## src/rtl/mpy_pkg.sv

```systemverilog
// mpy_pkg
// Shared definitions for the sequential multiplier and the ALU decoder:
// the multiply function-select codes, the multiplier FSM state encoding,
// and a small helper that recognises a multiply request.

package mpy_pkg;

    // Function-select codes, shared with the ALU decoder
    localparam logic [4:0] FS_MULT  = 5'h02;
    localparam logic [4:0] FS_MULTU = 5'h03;

    // Multiplier FSM states
    typedef enum logic [1:0] {
        IDLE,
        RUN,
        FIX
    } state_t;

    // True when the function-select code asks for a multiply
    function automatic logic is_mul_fs(input logic [4:0] fs);
        return (fs == FS_MULT) || (fs == FS_MULTU);
    endfunction

endpackage

```

## src/rtl/mpy_abs.sv

```systemverilog
// mpy_abs
// Conditional two's-complement of a W-bit value. Used to form operand
// magnitudes at accept time and to negate the final product.
// Ports:
//   a    in  W  value to transform
//   neg  in  1  when high, the output is -a (modulo 2^W), else a
//   mag  out W  result, read as unsigned

module mpy_abs #(
    parameter int W = 32
) (
    input  logic [W-1:0] a,
    input  logic         neg,
    output logic [W-1:0] mag
);

    // The most negative input maps onto itself, which read as unsigned is
    // exactly its magnitude, so no extra bit is needed.
    assign mag = neg ? -a : a;

endmodule

```

## src/rtl/mpy_seq.sv

```systemverilog
// mpy_seq
// Sequential shift-add multiplier, signed (MULT) or unsigned (MULTU),
// producing a 2W-bit product W+1 cycles after an accepted start.
// Ports:
//   clk    in  1  clock, rising edge
//   reset  in  1  synchronous, active-high
//   start  in  1  request, sampled only while idle
//   FS     in  5  function select (FS_MULT / FS_MULTU), sampled with start
//   S      in  W  multiplicand, sampled with start
//   T      in  W  multiplier, sampled with start
//   busy   out 1  operation in progress
//   done   out 1  one-cycle pulse, result valid from this cycle
//   Y_hi   out W  upper half of the product
//   Y_lo   out W  lower half of the product
//   N      out 1  Y_hi[W-1]
//   Z      out 1  product is zero

module mpy_seq
    import mpy_pkg::*;
#(
    parameter int W = 32
) (
    input  logic         clk,
    input  logic         reset,
    input  logic         start,
    input  logic [4:0]   FS,
    input  logic [W-1:0] S,
    input  logic [W-1:0] T,
    output logic         busy,
    output logic         done,
    output logic [W-1:0] Y_hi,
    output logic [W-1:0] Y_lo,
    output logic         N,
    output logic         Z
);

    localparam int CW = $clog2(W + 1);

    state_t            state;
    state_t            state_next;

    logic [W-1:0]      mag_s;
    logic [W-1:0]      mag_t;
    logic              neg;
    logic [2*W-1:0]    acc;
    logic [CW-1:0]     cnt;

    logic              accept;
    logic              signed_mode;
    logic              last_step;
    logic [W-1:0]      s_mag;
    logic [W-1:0]      t_mag;
    logic [W:0]        addend;
    logic [W:0]        sum;
    logic [2*W-1:0]    prod;

    assign signed_mode = (FS == FS_MULT);
    assign accept      = (state == IDLE) && start && is_mul_fs(FS);
    assign last_step   = (cnt == CW'(W - 1));

    // Operand magnitudes; only signed mode treats the MSB as a sign
    mpy_abs #(.W(W)) u_abs_s (
        .a   (S),
        .neg (signed_mode & S[W-1]),
        .mag (s_mag)
    );

    mpy_abs #(.W(W)) u_abs_t (
        .a   (T),
        .neg (signed_mode & T[W-1]),
        .mag (t_mag)
    );

    // Final sign correction of the unsigned magnitude product
    mpy_abs #(.W(2 * W)) u_abs_p (
        .a   (acc),
        .neg (neg),
        .mag (prod)
    );

    // One shift-add step: add the multiplicand into the upper half with a
    // carry bit, so the following right shift keeps the full W+1-bit sum.
    always_comb begin
        addend = '0;
        if (mag_t[0]) begin
            addend = {1'b0, mag_s};
        end
        sum = {1'b0, acc[2*W-1:W]} + addend;
    end

    // State register
    always_ff @(posedge clk) begin
        if (reset) begin
            state <= IDLE;
        end else begin
            state <= state_next;
        end
    end

    // Next-state logic: RUN lasts exactly W cycles, FIX exactly one
    always_comb begin
        state_next = state;
        case (state)
            IDLE: if (accept) state_next = RUN;
            RUN:  if (last_step) state_next = FIX;
            FIX:  state_next = IDLE;
            default: state_next = IDLE;
        endcase
    end

    // Datapath: latch operands on accept, iterate in RUN, write the
    // result and pulse done when leaving FIX.
    always_ff @(posedge clk) begin
        if (reset) begin
            mag_s <= '0;
            mag_t <= '0;
            neg   <= 1'b0;
            acc   <= '0;
            cnt   <= '0;
            Y_hi  <= '0;
            Y_lo  <= '0;
            done  <= 1'b0;
        end else begin
            done <= 1'b0;
            case (state)
                IDLE: begin
                    if (accept) begin
                        mag_s <= s_mag;
                        mag_t <= t_mag;
                        neg   <= signed_mode & (S[W-1] ^ T[W-1]);
                        acc   <= '0;
                        cnt   <= '0;
                    end
                end
                RUN: begin
                    acc   <= {sum, acc[W-1:1]};
                    mag_t <= mag_t >> 1;
                    cnt   <= cnt + CW'(1);
                end
                FIX: begin
                    Y_hi <= prod[2*W-1:W];
                    Y_lo <= prod[W-1:0];
                    done <= 1'b1;
                end
                default: begin
                end
            endcase
        end
    end

    // Flags follow the held result, so they stay valid between operations
    assign busy = (state != IDLE);
    assign N    = Y_hi[W-1];
    assign Z    = ~|{Y_hi, Y_lo};

endmodule

```

## config.mk

```make
export PLATFORM = sky130hd
export DESIGN_NAME = mpy_seq
export DESIGN_NICKNAME = d
export VERILOG_FILES = /design/src/rtl/mpy_pkg.sv /design/src/rtl/mpy_abs.sv /design/src/rtl/mpy_seq.sv
export SDC_FILE = /design/constraint.sdc
export NUM_CORES = 1
export LEC_CHECK = 0
export ABC_AREA = 1
export CAP_MARGIN = 20
export CORE_ASPECT_RATIO = 0.8
export CORE_MARGIN = 2
export CORE_UTILIZATION = 55
export DETAILED_ROUTE_END_ITERATION = 7
export PLACE_DENSITY = 0.78
export REMOVE_ABC_BUFFERS = 1
export SLEW_MARGIN = 40
export SYNTH_ARGS = -nofsm -noshare
export SYNTH_HDL_FRONTEND = slang
export SYNTH_SLANG_ARGS = --single-unit
```

## constraint.sdc

```tcl
create_clock -name clk -period 4.2 [get_ports clk]
set_clock_uncertainty 0.1 [all_clocks]
set_input_delay 0.63 -clock clk [delete_from_list [all_inputs] [get_ports clk]]
set_output_delay 0.63 -clock clk [all_outputs]
set_load 0.02 [all_outputs]
```

# Word-level counts from Yosys, hierarchy flattened
# Index checks and enable logic that the tools add are counted.
[op_classes] addsub=5 eq_ne=7 mux=14 bitwise=4 n_reduce_logical=11
[op_table] operator="2-to-1 mux 32 bit" n=4
[op_table] operator="2-to-1 mux 64 bit" n=2
[op_table] operator="one-hot mux 64 bit (2 select lines)" n=1
[op_table] operator="negation 32 bit" n=2
[op_table] operator="negation 64 bit" n=1
[op_table] operator="one-hot mux 32 bit (2 select lines)" n=1
[op_table] operator="OR reduction 64 bit" n=1
[op_table] operator="adder 32 x 33 -> 33 bit" n=1
[op_table] operator="one-hot mux 6 bit (2 select lines)" n=1
[op_table] operator="== test 5 x 2 -> 1 bit (second input constant)" n=2
[op_table] operator="adder 6 x 1 -> 6 bit (second input constant)" n=1
[op_table] operator="== test 6 x 5 -> 1 bit (second input constant)" n=1
[op_table] operator="2-to-1 mux 6 bit" n=1
[op_table] operator="AND reduction 2 bit" n=3
[op_table] operator="2-to-1 mux 2 bit" n=2
[op_table] operator="inequality test 2 bit (second input constant)" n=2
[op_table] operator="one-hot mux 2 bit (2 select lines)" n=1
[op_table] operator="nonzero test 2 bit" n=2
[op_table] operator="AND 1 bit" n=3
[op_table] operator="== test 2 x 1 -> 1 bit (second input constant)" n=1
[op_table] operator="== test 2 bit (second input constant)" n=1
[op_table] operator="logical AND 1 bit" n=2
[op_table] operator="logical NOT 2 bit" n=1
[op_table] operator="logical NOT 1 bit" n=1
[op_table] operator="other kinds (3)" n=3
[word_totals] register_bits=202 input_bits=72 out_inout_bits=68 elab_cells=50

# Logic depth before layout (Yosys ltp)
# Gate-level depths: netlist of the first run.
[depth] ltp_word=5 ltp_mapped=18 depth_no_buf=16

# Modules after synthesis
# A second synthesis of the first run with hierarchy kept.
[hier_totals] cells_unflattened=2393 area_unflattened_um2=14196.1
[by_module_without_submodules] mod="mpy_seq" instances=1 cells_per_inst=1457 area_each_um2=9775.6 seq_area_each_um2=4043.9
[by_module_without_submodules] mod="mpy_abs (u_abs_p)" instances=1 cells_per_inst=486 area_each_um2=2316.0 seq_area_each_um2=0.0
[by_module_without_submodules] mod="mpy_abs (u_abs_s ...)" instances=2 cells_per_inst=225 area_each_um2=1052.3 seq_area_each_um2=0.0

# Worst setup path after synthesis of the first run
# OpenSTA, ideal clock, no wires.
[synth_timing] kind="reg-to-reg" start="register mag_t[0]" end="register acc[47]" setup_time_ns=0.132 arrival_ns=2.209 t_required_ns=3.968 path_slack_ns=1.759 stages_incl_launch_ff=18 n_path_buf=2 period_less_slack_ns=2.441 path_cell_list="dfxtp_1 -> clkbuf_1 -> clkbuf_1 -> nand2_1 -> inv_1 -> ha_1 -> inv_1 -> fa_1 -> inv_1 -> nand3_1 -> nand3_1 -> nand2_1 -> nand2_1 -> inv_1 -> o21ai_0 -> nand2_1 -> nand3_1 -> a21oi_1"
[synth_between] elab_chain_cells=3
[synth_lines] item="start, declared" line="mpy_seq.sv:43" source="logic [W-1:0] mag_t;"
[synth_lines] item="start signal, assigned" line="mpy_seq.sv:129" source="mag_t <= t_mag;"
[synth_lines] item="start signal, assigned" line="mpy_seq.sv:137" source="mag_t <= mag_t >> 1;"
[synth_lines] item="2-to-1 mux 32 bit" line="mpy_seq.sv:85" source="if (mag_t[0]) begin"
[synth_lines] item="adder 32 x 33 -> 33 bit" line="mpy_seq.sv:88" source="sum = {1'b0, acc[2*W-1:W]} + addend;"
[synth_lines] item="one-hot mux 64 bit (2 select lines)" line="mpy_seq.sv:125" source="case (state)"
[synth_lines] item="end signal, assigned" line="mpy_seq.sv:136" source="acc <= {sum, acc[W-1:1]};"
[synth_lines] item="end, declared" line="mpy_seq.sv:45" source="logic [2*W-1:0] acc;"
# Every way passes these cells.
# A chain may end at the register's enable or synchronous reset.

# Final worst setup path of the first run
[layout_timing] start="register Y_hi[16]" end="output port Z"
[layout_between] elab_chain_cells=2
[layout_lines] item="start, declared" line="mpy_seq.sv:31" source="output logic [W-1:0] Y_hi,"
[layout_lines] item="start signal, assigned" line="mpy_seq.sv:141" source="Y_hi <= prod[2*W-1:W];"
[layout_lines] item="OR reduction 64 bit" line="mpy_seq.sv:154" source="assign Z = ~|{Y_hi, Y_lo};"
[layout_lines] item="logical NOT 1 bit" line="mpy_seq.sv:154"
[layout_lines] item="end, declared" line="mpy_seq.sv:34" source="output logic Z"
# Every way passes these cells.

==> impl_summary.txt, run 1 <==
----------------------------------------------------
[STA]
  Setup repair after global routing missed its margin ... false
  Setup-violating endpoint count in the final report ... 0
  Max-slew violations ... 0
  Post-layout min period ... 3340 ps
  Worst slew margin relative to its limit ... about 43%
  Final total negative setup slack ... 0 ps
  Final hold violation count ... 0
  Worst slew pin tran ... approximately 850 ps
  Fraction of the cycle the final worst path needs ... ~79%
  Highest clock rate ... around 300 MHz

[Worst setup path]
  Most Frequent Cell on Critical Path ... nor4_1
  Crit path kind ... flop to primary output
  CP max stage delay ... 650 ps
  Reg2reg setup slack ... 1430 ps
  Data arrival, critical path ... between 2000 and 3000 ps
  Worst reg2reg endpoint ... acc[59]$_SDFFE_PP0P_
  Crit path required time ... 3470 ps
  Nature of the critical path startpoint ... flop
  Critical path's top delay family ... simple AND/OR/NAND/NOR gates
  Depth of the worst register-to-register path ... 16
  Reg-to-reg startpoint ... mag_t[0]$_SDFFE_PP0P_
  Crit path buffers/inverters ... 1
  Crit-path cells ... nor4_1, nand4_1, nor4_1, clkdlybuf4s50_1
  Worst path slowest cell ... clkdlybuf4s50_1
  Kind of end point of the critical path ... primary output
  Largest fanout on the critical path ... 3
  First element of the critical path ... Y_hi[16]$_SDFFE_PP0P_

[Floorplanning]
  Die height ... between 100 and 150 um
  Row cnt ... 52
  IO Count ... 140
  Initial cell density of the core ... 56.0%
  Width of the chip ... between 150 and 200 um
  DIE AREA ... 27100 sq um
  Total core area ... ~25000 sq um

[Global route]
  Sum of overflow across all layers after global routing ... 0
  Number of global-route vias before repair ... 14400
  Global-route wire length before repair ... 73600 um
  Largest net degree at the start of global routing ... 80
  Initial antenna violation count ... 0
  GRT Util Overall ... between 30% and 40%

[Synth]
  Post-synthesis async set-or-reset flop share ... 0%
  Sequential cell area fraction in the yosys report ... approximately 29%
  Cell types occupying the most area after synthesis ... dfxtp_1 29%, nand2_1 18%, inv_1 10%, nor2_1 8.6%, nand3_1 6.6%
  Most used DFF post-synth ... dfxtp_1
  Average cell area after synthesis ... between 5 and 6 sq um
  Area share of the largest cell type after synthesis ... 28.5%
  Post-Synthesis Cells ... 2403
  Post-synthesis instance area ... 14200 sq um
  Synth warn ... 0
  Area leader, netlist ... dfxtp_1
  Count of state elements after synthesis ... around 200
  EDFF count, synth ... 0
  Synth unique cells ... 48

[Clock tree]
  CTS tree ... yes
  Post-CTS setup buffer count ... 0
  TritonCTS buffer count ... 22
  Resized cells post-CTS ... 0
  Bufs on Longest Clock Path ... 3
  Root Buffer Master ... clkbuf_16
  Number of hold buffers added after CTS ... 0
  H-tree lvl count ... 1
  Clock latency of the later-clocked register in the worst-skew pair ... 530 ps
  Clock net sink count ... around 200
  Clock slew seen by the registers of the worst setup and hold paths ... around 60 ps

[Final layout]
  Most frequent cells in the layout ... 669 x nand2_1, 381 x inv_1, 325 x nor2_1
  Proportion of layout cells with a drive suffix above 1 ... 4.06%
  Most common cell after layout, fill and taps aside ... nand2_1
  Number of filler cells placed in the layout ... 2400
  Signed area change from the synthesized netlist to the final layout ... 16.2%
  Final cell area excluding filler cells ... roughly 16000 sq um
  Net count reported at finish ... 2605
  Antenna diode count ... 0

[Min path]
  Origin of the worst min-delay path ... acc[1]$_SDFFE_PP0P_
  Hold Path Depth ... 2
  Min-delay worst type ... flop to flop
  Hold Crit Endpoint ... Y_lo[1]$_SDFFE_PP0P_

[Power and ir drop]
  Power, Total ... 0.00421 W
  Internal ... ~0.0032 W
  IR drop worst, VDD ... 298 uV
  Clock network fraction of total power ... 47.9%
  Leakage component of the power ... 8.23 nW
  Switching Share ... 24.1%
  Sequential Power Share ... between 40% and 50%
  Comb power frac ... 6.2%
  Net switching component of the power ... about 0.0010 W
  Power density over cell area ... 256 nW/um^2

[Placed design]
  Number of I/O port buffers ... between 100 and 150
  HPWL after DPL ... 34700 um
  Post-place instance area ... 15700 sq um
  Routability congestion estimate from global placement ... 0.986

[Routing]
  Via total after detailed routing ... 15600
  Pre-Repair DR Iteration Count ... 6
  Final routed DRC violation total ... 0
  Routed WL ... 45800 um
  Post-DRT Antenna Nets ... 0
  Via count normalized by instance count ... 5.50
  Detail-routed net length per standard cell ... ~16 um
  Initial detailed-routing violation count ... 1575

[Status]
  Result of the run ... complete, no violations

[Job]
  Number of max-cap violations ... 0

----------------------------------------------------
cells in the mapped netlist, types with 2 or more instances:
master / count
nand2_1: 669
a31oi_1: 21
nor2_2: 6
inv_2: 11
o21bai_1: 4
or2_2: 6
a221oi_1: 2
o221ai_1: 7
o32ai_1: 32
a32o_1: 3
nor2_1: 326
inv_1: 382
o211ai_1: 11
clkbuf_1: 52
nand2_2: 7
o22ai_1: 6
buf_2: 19
nor2_4: 5
nor4_1: 20
nand4_1: 39
a21oi_1: 125
dfxtp_1: 202
o21ai_2: 6
buf_1: 7
nor3_1: 17
o21ai_1: 21
xor2_1: 37
buf_4: 5
a211oi_1: 2
and2_1: 2
nand3_2: 6
nand3b_1: 6
nand3_1: 186
o21ai_0: 103
ha_1: 36
clkinv_1: 2
cell families (layout without fill, tap and decap cells):
logic type / count (synthesis) / after routing / synth area share (%)
flip-flops: 202 / 202 / 28.5
buffers and inverters: 478 / 587 / 12.9
AO/OA/AOI/OAI: 349 / 349 / 14.4
XOR/XNOR: 37 / 37 / 2.28
AND/OR/NAND/NOR: 1300 / 1300 / 38.6
adder cells (fa/ha/maj): 37 / 37 / 3.32
routing by layer:
metal | track usage [%] | wire (um) | up-vias | share of wire (%)
met1 | 47.2 | 20700 | 7034 | 45
li1 | - | - | 7879 | -
met3 | 6.65 | 4290 | 77 | 9.4
met4 | 8.44 | 1110 | 0 | 2.4
met2 | 52.5 | 19700 | 599 | 43
met5 | 0 | 0 | - | 0
worst register-to-register path, delay by kind of cell (launching register included):
family	cells	cell delay, ps
simple gates	9	920
buf+inv	4	650
fa+ha+maj	2	590
flops	1	310
compound gates	1	70
registers in the layout (all words and copies together) (netlist names):
signal / cells
Y_lo: 32
neg: 1
mag_s: 32
mag_t: 32
done: 1
Y_hi: 32
state: 2
acc: 64
cnt: 6
metrics by stage:
stage | std cells | hold WS (ps) | util, % | setup slack, ps
4_1_cts | 2836 | 372 | 65.1 | 882
6_report | 2836 | 375 | 65.1 | 863
3_3_place_gp | 2796 | 357 | 62.2 | 1160
3_5_place_dp | 2796 | 366 | 62.2 | 1100
5_1_grt | 2836 | 387 | 65.1 | 802
2_1_floorplan | 2320 | 339 | - | -1620
worst max-delay path by stage:
stage / cells after the start / endpoint / slack [ps]
after detailed placement: 10 / acc[44]$_SDFFE_PP0P_ / 1100
after floorplan: 7 / Y_lo[19]$_SDFFE_PP0P_ / -1620
after global routing: 4 / Z / 800
after global placement: 9 / mag_s[24]$_SDFFE_PP0P_ / 1160
final: 4 / Z / 860
after CTS: 4 / Z / 880
power by group through the flow:
stage               registers [W]  logic, W  clock network, W
finish                    0.00193  0.000261           0.00202
global route              0.00193  0.000285           0.00212
CTS                       0.00193  0.000257           0.00203
detailed placement        0.00198  0.000255                 0
global placement          0.00198  0.000252                 0
floorplan                 0.00198  0.000104                 0
area by class of cell:
cell class | instances | area, sq um | share of cell area, %
clock buffer | 31 | 624 | 3.79
clock inverter | 9 | 113 | 0.683
inverter | 395 | 1480 | 8.99
multi-input combinational | 1723 | 8310 | 50.4
sequential | 202 | 4050 | 24.5
tap | 324 | 405 | 2.46
timing repair buffer | 152 | 1500 | 9.12
(Power assumes the default switching activity.)
==> run 2, diff against run 1 <==
CORE_UTILIZATION = 53   (was 55)
PLACE_DENSITY = 0.79   (was 0.78)
clock period = 2.8 ns   (was 4.2 ns; I/O delays follow)
==> run 2 against run 1 <==
  * Cell count up 1.6%
  * First-iteration DRC count down 14%
  * Clock power up 48%
  * Via count up 0.87%
  * Critical path type unchanged
  * Largest cell class unchanged
==> impl_summary.txt, run 2 (synthesis results as in run 1) <==
----------------------------------------------------
[Clock tree]
  Clock net sink count ... between 200 and 250
  H-tree lvl count ... 1
  Root Buffer Master ... clkbuf_16
  Post-CTS setup buffer count ... 0
  Number of hold buffers added after CTS ... 0
  Clock slew seen by the registers of the worst setup and hold paths ... 60 ps
  Clock latency of the later-clocked register in the worst-skew pair ... ~530 ps
  CTS tree ... yes
  TritonCTS buffer count ... 22
  Bufs on Longest Clock Path ... 3
  Resized cells post-CTS ... 8

[Status]
  Result of the run ... complete, no violations

[Power and ir drop]
  Leakage component of the power ... a little over 8 nW
  IR drop worst, VDD ... 500 uV
  Comb power frac ... ~6.4%
  Switching Share ... 24.3%
  Internal ... 0.00475 W
  Power density over cell area ... 376 nW/um^2
  Sequential Power Share ... 46.2%
  Clock network fraction of total power ... 47.4%
  Net switching component of the power ... 0.00152 W

[Worst setup path]
  Data arrival, critical path ... 2150 ps
  Number of cells on the critical path ... 4
  First element of the critical path ... Y_lo[12]$_SDFFE_PP0P_
  Crit-path cells ... nor4_2, nand4_1, nor4_1, dlygate4sd2_1
  Critical path's top delay family ... simple AND/OR/NAND/NOR gates
  Reg-to-reg startpoint ... mag_t[0]$_SDFFE_PP0P_
  Worst reg2reg endpoint ... acc[56]$_SDFFE_PP0P_
  Largest fanout on the critical path ... 3
  Crit path required time ... ~2300 ps
  Worst path slowest cell ... nor4_2
  Nature of the critical path startpoint ... flop
  Depth of the worst register-to-register path ... 14
  End point of the critical path ... Z
  Reg2reg setup slack ... approximately 330 ps
  Kind of end point of the critical path ... primary output
  CP max stage delay ... around 400 ps
  Crit path kind ... flop to primary output
  Crit path buffers/inverters ... 1

[Routing]
  Via count normalized by instance count ... 5.46
  Detail-routed net length per standard cell ... 16.0 um
  Routed WL ... between 40000 and 50000 um
  Via total after detailed routing ... 15700
  Pre-Repair DR Iteration Count ... 8
  Initial detailed-routing violation count ... between 1000 and 1500
  Final routed DRC violation total ... 0
  Post-DRT Antenna Nets ... 0

[Job]
  Number of max-cap violations ... 0

[Final layout]
  Final cell area excluding filler cells ... 16700 sq um
  Antenna diode count ... 0
  Top register by number of flip-flops ... acc
  Proportion of layout cells with a drive suffix above 1 ... under 10%
  Net count reported at finish ... ~2600
  Signed area change from the synthesized netlist to the final layout ... 17.7%
  Most frequent cells in the layout ... 669 x nand2_1, 381 x inv_1, 325 x nor2_1
  Most common cell after layout, fill and taps aside ... nand2_1
  Number of flip-flops in the largest register ... 64
  Final Instance Count excl. Fillers ... 2880

[Global route]
  Sum of overflow across all layers after global routing ... 0
  Number of global-route vias before repair ... approximately 14000
  Largest net degree at the start of global routing ... ~120
  Global-route wire length before repair ... 73800 um
  Initial antenna violation count ... 0
  GRT Util Overall ... 32.5%

[Floorplanning]
  Total core area ... 26300 sq um
  IO Count ... 140
  Initial cell density of the core ... a little over half
  Die height ... roughly 150 um
  Width of the chip ... approximately 190 um
  Row cnt ... 53
  DIE AREA ... approximately 28000 sq um

[STA]
  Fraction of the cycle the final worst path needs ... a little over nine tenths
  Post-layout min period ... 2670 ps
  Worst slew margin relative to its limit ... 45.4%
  Worst slew pin tran ... between 800 and 900 ps
  Setup-violating endpoint count in the final report ... 0
  Final hold violation count ... 0
  Setup repair after global routing missed its margin ... false
  Worst-case setup margin in the final layout ... approximately 130 ps
  Highest clock rate ... ~380 MHz
  Max-slew violations ... 0
  Final total negative setup slack ... 0 ps

[Placed design]
  HPWL after DPL ... roughly 35000 um
  Post-place instance area ... around 16000 sq um
  Cell total after placement ... 2840
  Number of I/O port buffers ... 139
  Routability congestion estimate from global placement ... slightly below 1
  Pre-CTS setup slack ... 131 ps

[Min path]
  Min-delay worst type ... input pin to flop

----------------------------------------------------
[run 2: cell count changes in the layout (fill, tap and decap cells not counted), sizes merged]
cell           change
dlygate4sd2        +1
inv                +1
buf               +11
clkinv             +2
clkbuf             -3
clkdlybuf4s50      -1
[run 2: stage by stage]
step	total power [W]	hold slack (ps)	util [%]
6_report	0.00628	295	63.6
4_1_cts	0.00631	274	63.6
3_5_place_dp	0.00336	370	60.6
5_1_grt	0.00644	323	63.6
3_3_place_gp	0.00335	358	60.5
2_1_floorplan	0.00312	339	-
[run 2: metal layers]
metal / part of all wire, % / vias to the layer above / global-route usage [%]
met5: 0 / - / 0
met4: 2.3 / 0 / 7.78
li1: - / 7894 / -
met3: 8.6 / 70 / 5.31
met2: 42 / 614 / 51.2
met1: 47 / 7147 / 46.4
[run 2: cell type report]
cell class	instances	area [sq um]
well taps	357	447
clock buffers	28	593
repair buffers	163	1630
fillers	2550	9570
inverters	395	1480
multi-input cells	1723	8360
clock inverters	12	135
flip-flops and latches	202	4050
[run 2: power groups by stage]
stage | Sequential (W) | Clock, W | Combinational, W
finish | 0.00290 | 0.00298 | 0.000399
global route | 0.00290 | 0.00311 | 0.000436
CTS | 0.00290 | 0.00301 | 0.000395
detailed placement | 0.00297 | 0 | 0.000393
global placement | 0.00296 | 0 | 0.000390
floorplan | 0.00297 | 0 | 0.000156
[run 2: worst min path at each step]
stage,start,end,slack (ps),cells after the start
after detailed placement,acc[1]$_SDFFE_PP0P_,Y_lo[1]$_SDFFE_PP0P_,370,2
after global routing,reset,acc[63]$_SDFFE_PP0P_,320,4
after CTS,reset,acc[63]$_SDFFE_PP0P_,270,4
after floorplan,cnt[5]$_SDFFE_PP0P_,state[1]$_SDFFE_PP0P_,340,1
final,reset,acc[63]$_SDFFE_PP0P_,300,4
after global placement,mag_t[31]$_SDFFE_PP0P_,mag_t[31]$_SDFFE_PP0P_,360,2
[run 2: worst reg2reg max path: stages, from the launching register on]
cell,delay [ps]
dfxtp_1,340
buf_4,190
buf_4,200
nand2_1,70
inv_1,50
ha_1,370
nand2_1,120
nor2_1,280
nand2_1,130
nor2_1,120
nand2_1,110
nand3_1,90
nand2_1,50
nand3_1,70
a21oi_1,70
==> run 3, diff against run 2 <==
CTS_CLUSTER_DIAMETER = 80   (was default)
SYNTH_HIERARCHICAL = 1   (was default)
==> run 3 against run 2 <==
  * Power rose by 2.2%
  * Via count fell by 1.0%
  * Sequential share of layout area rose by 0.089 points
  * Combinational power rose by 24%
  * Maximum frequency rose by 0.85%
  * Critical endpoint unchanged
  * Critical path depth did not move
  * Highest routed layer unchanged
  * Routed wire length fell by 2.0%
  * Die area barely moved
  * Worst hold slack improved by 74 ps
  * Cell area fell by 0.37%
  * Clock power barely moved
  * Count of clock-buffer cells in the layout rose by 2
  * Critical path type unchanged
==> impl_summary.txt, run 3 <==
----------------------------------------------------
[Status]
  Result of the run ... complete, no violations

[Synth]
  Synth warn ... 6
  Post-Synthesis Cells ... 2393
  EDFF count, synth ... 0
  Synth unique cells ... 43
  Cell types occupying the most area after synthesis ... dfxtp_1 28%, nand2_1 18%, nor2_1 13%, inv_1 7.4%, o21ai_0 5.2%
  Post-synthesis async set-or-reset flop share ... 0%
  Count of state elements after synthesis ... approximately 200
  Most common cell in the synthesized netlist ... nand2_1
  Average cell area after synthesis ... approximately 5.9 sq um
  Most numerous cell types in the synthesized netlist ... 672 x nand2_1, 506 x nor2_1, 280 x inv_1, 202 x dfxtp_1, 147 x o21ai_0
  Area share of the largest cell type after synthesis ... 28.5%
  Post-synthesis instance area ... 14200 sq um
  Sequential cell area fraction in the yosys report ... about 28%
  Area leader, netlist ... dfxtp_1
  Most used DFF post-synth ... dfxtp_1

[Worst setup path]
  End point of the critical path ... Z
  Nature of the critical path startpoint ... flop
  Reg2reg setup slack ... between 300 and 400 ps
  First element of the critical path ... Y_hi[20]$_SDFFE_PP0P_
  Reg-to-reg startpoint ... acc[32]$_SDFFE_PP0P_
  Data arrival, critical path ... 2120 ps
  Crit path kind ... flop to primary output
  Depth of the worst register-to-register path ... 13
  Crit path required time ... ~2300 ps
  Worst reg2reg endpoint ... acc[55]$_SDFFE_PP0P_
  Largest fanout on the critical path ... 3
  Kind of end point of the critical path ... primary output

[Final layout]
  Sequential cell area in the final layout ... a little over 4000 sq um
  Most common cell after layout, fill and taps aside ... nand2_1
  Antenna diode count ... 0
  Top register by number of flip-flops ... acc
  Number of filler cells placed in the layout ... 2617
  Combined area of the multi-input logic cells ... 8700 sq um
  Proportion of layout cells with a drive suffix above 1 ... 5.37%
  Most frequent cells in the layout ... 672 x nand2_1, 505 x nor2_1, 278 x inv_1
  Signed area change from the synthesized netlist to the final layout ... 17.1%
  Net count reported at finish ... 2607
  Number of flip-flops in the largest register ... 64

[Job]
  Number of max-cap violations ... 0

[STA]
  Max-slew violations ... 0
  Final hold violation count ... 0
  Worst slew margin relative to its limit ... 51.2%
  Min Hold Slack ... 369 ps
  Setup repair after global routing missed its margin ... false
  Fraction of the cycle the final worst path needs ... a little over nine tenths
  Worst slew pin tran ... 724 ps
  Post-layout min period ... about 2600 ps
  Setup-violating endpoint count in the final report ... 0
  Highest clock rate ... roughly 380 MHz

[Routing]
  Via count normalized by instance count ... between 5 and 6
  Pre-Repair DR Iteration Count ... 6
  Initial detailed-routing violation count ... around 1500
  Detail-routed net length per standard cell ... 15.8 um
  Via total after detailed routing ... between 15000 and 20000
  Routed WL ... 45300 um
  Final routed DRC violation total ... 0
  Post-DRT Antenna Nets ... 0

[Floorplanning]
  Initial cell density of the core ... 53.9%
  DIE AREA ... 28100 sq um
  Width of the chip ... between 150 and 200 um
  Total core area ... approximately 26000 sq um
  Row cnt ... 53
  IO Count ... 140
  Die height ... between 150 and 200 um

[Power and ir drop]
  Leakage component of the power ... 8.38 nW
  IR drop worst, VDD ... 405 uV
  Power, Total ... 0.00642 W
  Power density over cell area ... between 300 and 400 nW/um^2

[Placed design]
  Routability congestion estimate from global placement ... 0.991
  Number of I/O port buffers ... 139
  HPWL after DPL ... 35000 um

[Global route]
  Number of global-route vias before repair ... between 10000 and 15000
  Sum of overflow across all layers after global routing ... 0
  Met1 usage ... 46.2%
  Largest net degree at the start of global routing ... approximately 130
  Grt met3 use ... approximately 7.2%
  Grt peak-use layer ... met2
  GRT Util Overall ... 31.8%
  Initial antenna violation count ... 0
  Global-route wire length before repair ... 72700 um
  Met2 capacity usage during global routing ... 48.0%

[Clock tree]
  Post-CTS setup buffer count ... 0
  Clock net sink count ... between 200 and 250
  TritonCTS buffer count ... 23
  Root Buffer Master ... clkbuf_16
  Clock slew seen by the registers of the worst setup and hold paths ... 60 ps
  Clock latency of the later-clocked register in the worst-skew pair ... 540 ps
  H-tree lvl count ... 1
  Bufs on Longest Clock Path ... 3
  CTS tree ... yes
  Number of hold buffers added after CTS ... 0

[Min path]
  Min-delay worst type ... flop to flop

----------------------------------------------------
-- run 3: changes by cell type after synthesis, sizes merged, moves of 11 or more --
cell / before / now
nor2: 338 / 537
inv: 393 / 289
nand3: 192 / 127
a21oi: 125 / 76
xnor2: 0 / 36
o32ai: 32 / 0
o21ai: 131 / 158
o221ai: 7 / 31
o22ai: 6 / 30
a31oi: 21 / 0
nand4: 39 / 26
nor3: 17 / 6
xor2: 37 / 26
-- run 3: logic make-up (layout without fill, tap and decap cells) --
group	after synthesis	count (layout)	share of synthesized area, %
buffers and inverters	370	491	10.4
AOI/OAI and AO/OA	307	307	12.6
and+or+nand+nor	1415	1415	41.3
DFF	202	202	28.5
xor gates and xnor gates	62	62	3.83
adders and majority gates	37	37	3.31
-- run 3: worst max-delay path, stage by stage (launching register included) --
cell,delay [ps]
dfxtp_1,340
nor4_2,400
nand4_1,300
nor4_1,330
clkbuf_2,220
-- run 3: worst min-delay path by stage --
stage,start,to,slack (ps),depth (start not counted)
global route,cnt[5]$_SDFFE_PP0P_,cnt[5]$_SDFFE_PP0P_,380,1
detailed placement,cnt[5]$_SDFFE_PP0P_,cnt[5]$_SDFFE_PP0P_,360,1
finish,cnt[5]$_SDFFE_PP0P_,cnt[5]$_SDFFE_PP0P_,370,1
global placement,cnt[5]$_SDFFE_PP0P_,cnt[5]$_SDFFE_PP0P_,350,1
CTS,cnt[5]$_SDFFE_PP0P_,cnt[5]$_SDFFE_PP0P_,370,1
floorplan,cnt[5]$_SDFFE_PP0P_,cnt[5]$_SDFFE_PP0P_,330,1
-- run 3: area by class of cell --
| type | count | area share [%] |
|---|---|---|
| multi-input combinational | 1821 | 52.3 |
| inverter | 289 | 6.52 |
| clock inverter | 11 | 0.692 |
| clock buffer | 30 | 3.80 |
| sequential | 202 | 24.3 |
| timing repair buffer | 161 | 9.63 |
| tap | 357 | 2.69 |
-- run 3: repair_timing --
| item | CTS | global route |
|---|---|---|
| endpoints found under the hold margin | 0 | 0 |
| setup endpoints to repair | 1 | 1 |
| pin swaps | 1 | 1 |
| resized for setup | 5 | 3 |
-- run 3: where the power goes --
part           total [W]  internal, W  leakage [nW]  switching (W)
sequential       0.00292      0.00291          1.63      0.0000172
clock            0.00300      0.00171         0.351        0.00129
combinational   0.000494     0.000207          6.40       0.000287
-- run 3: metal layers --
| layer | wire (um) | part of all wire, % | up-vias |
|---|---|---|---|
| met5 | 0 | 0 | - |
| met4 | 840 | 1.9 | 0 |
| met3 | 4210 | 9.3 | 60 |
| met2 | 18600 | 41 | 594 |
| met1 | 21700 | 48 | 7116 |
| li1 | - | - | 7791 |
-- run 3: stage by stage --
stage               instance area, sq um  std cells  setup TNS (ps)  util [%]  setup WS [ps]
detailed placement                 15900       2830               0      60.3            155
global route                       16600       2871               0      63.2            112
global placement                   15900       2830               0      60.3            207
finish                             16600       2871               0      63.2            156
floorplan                          13800       2312          -60010         -           -875
CTS                                16600       2871               0      63.2           38.5
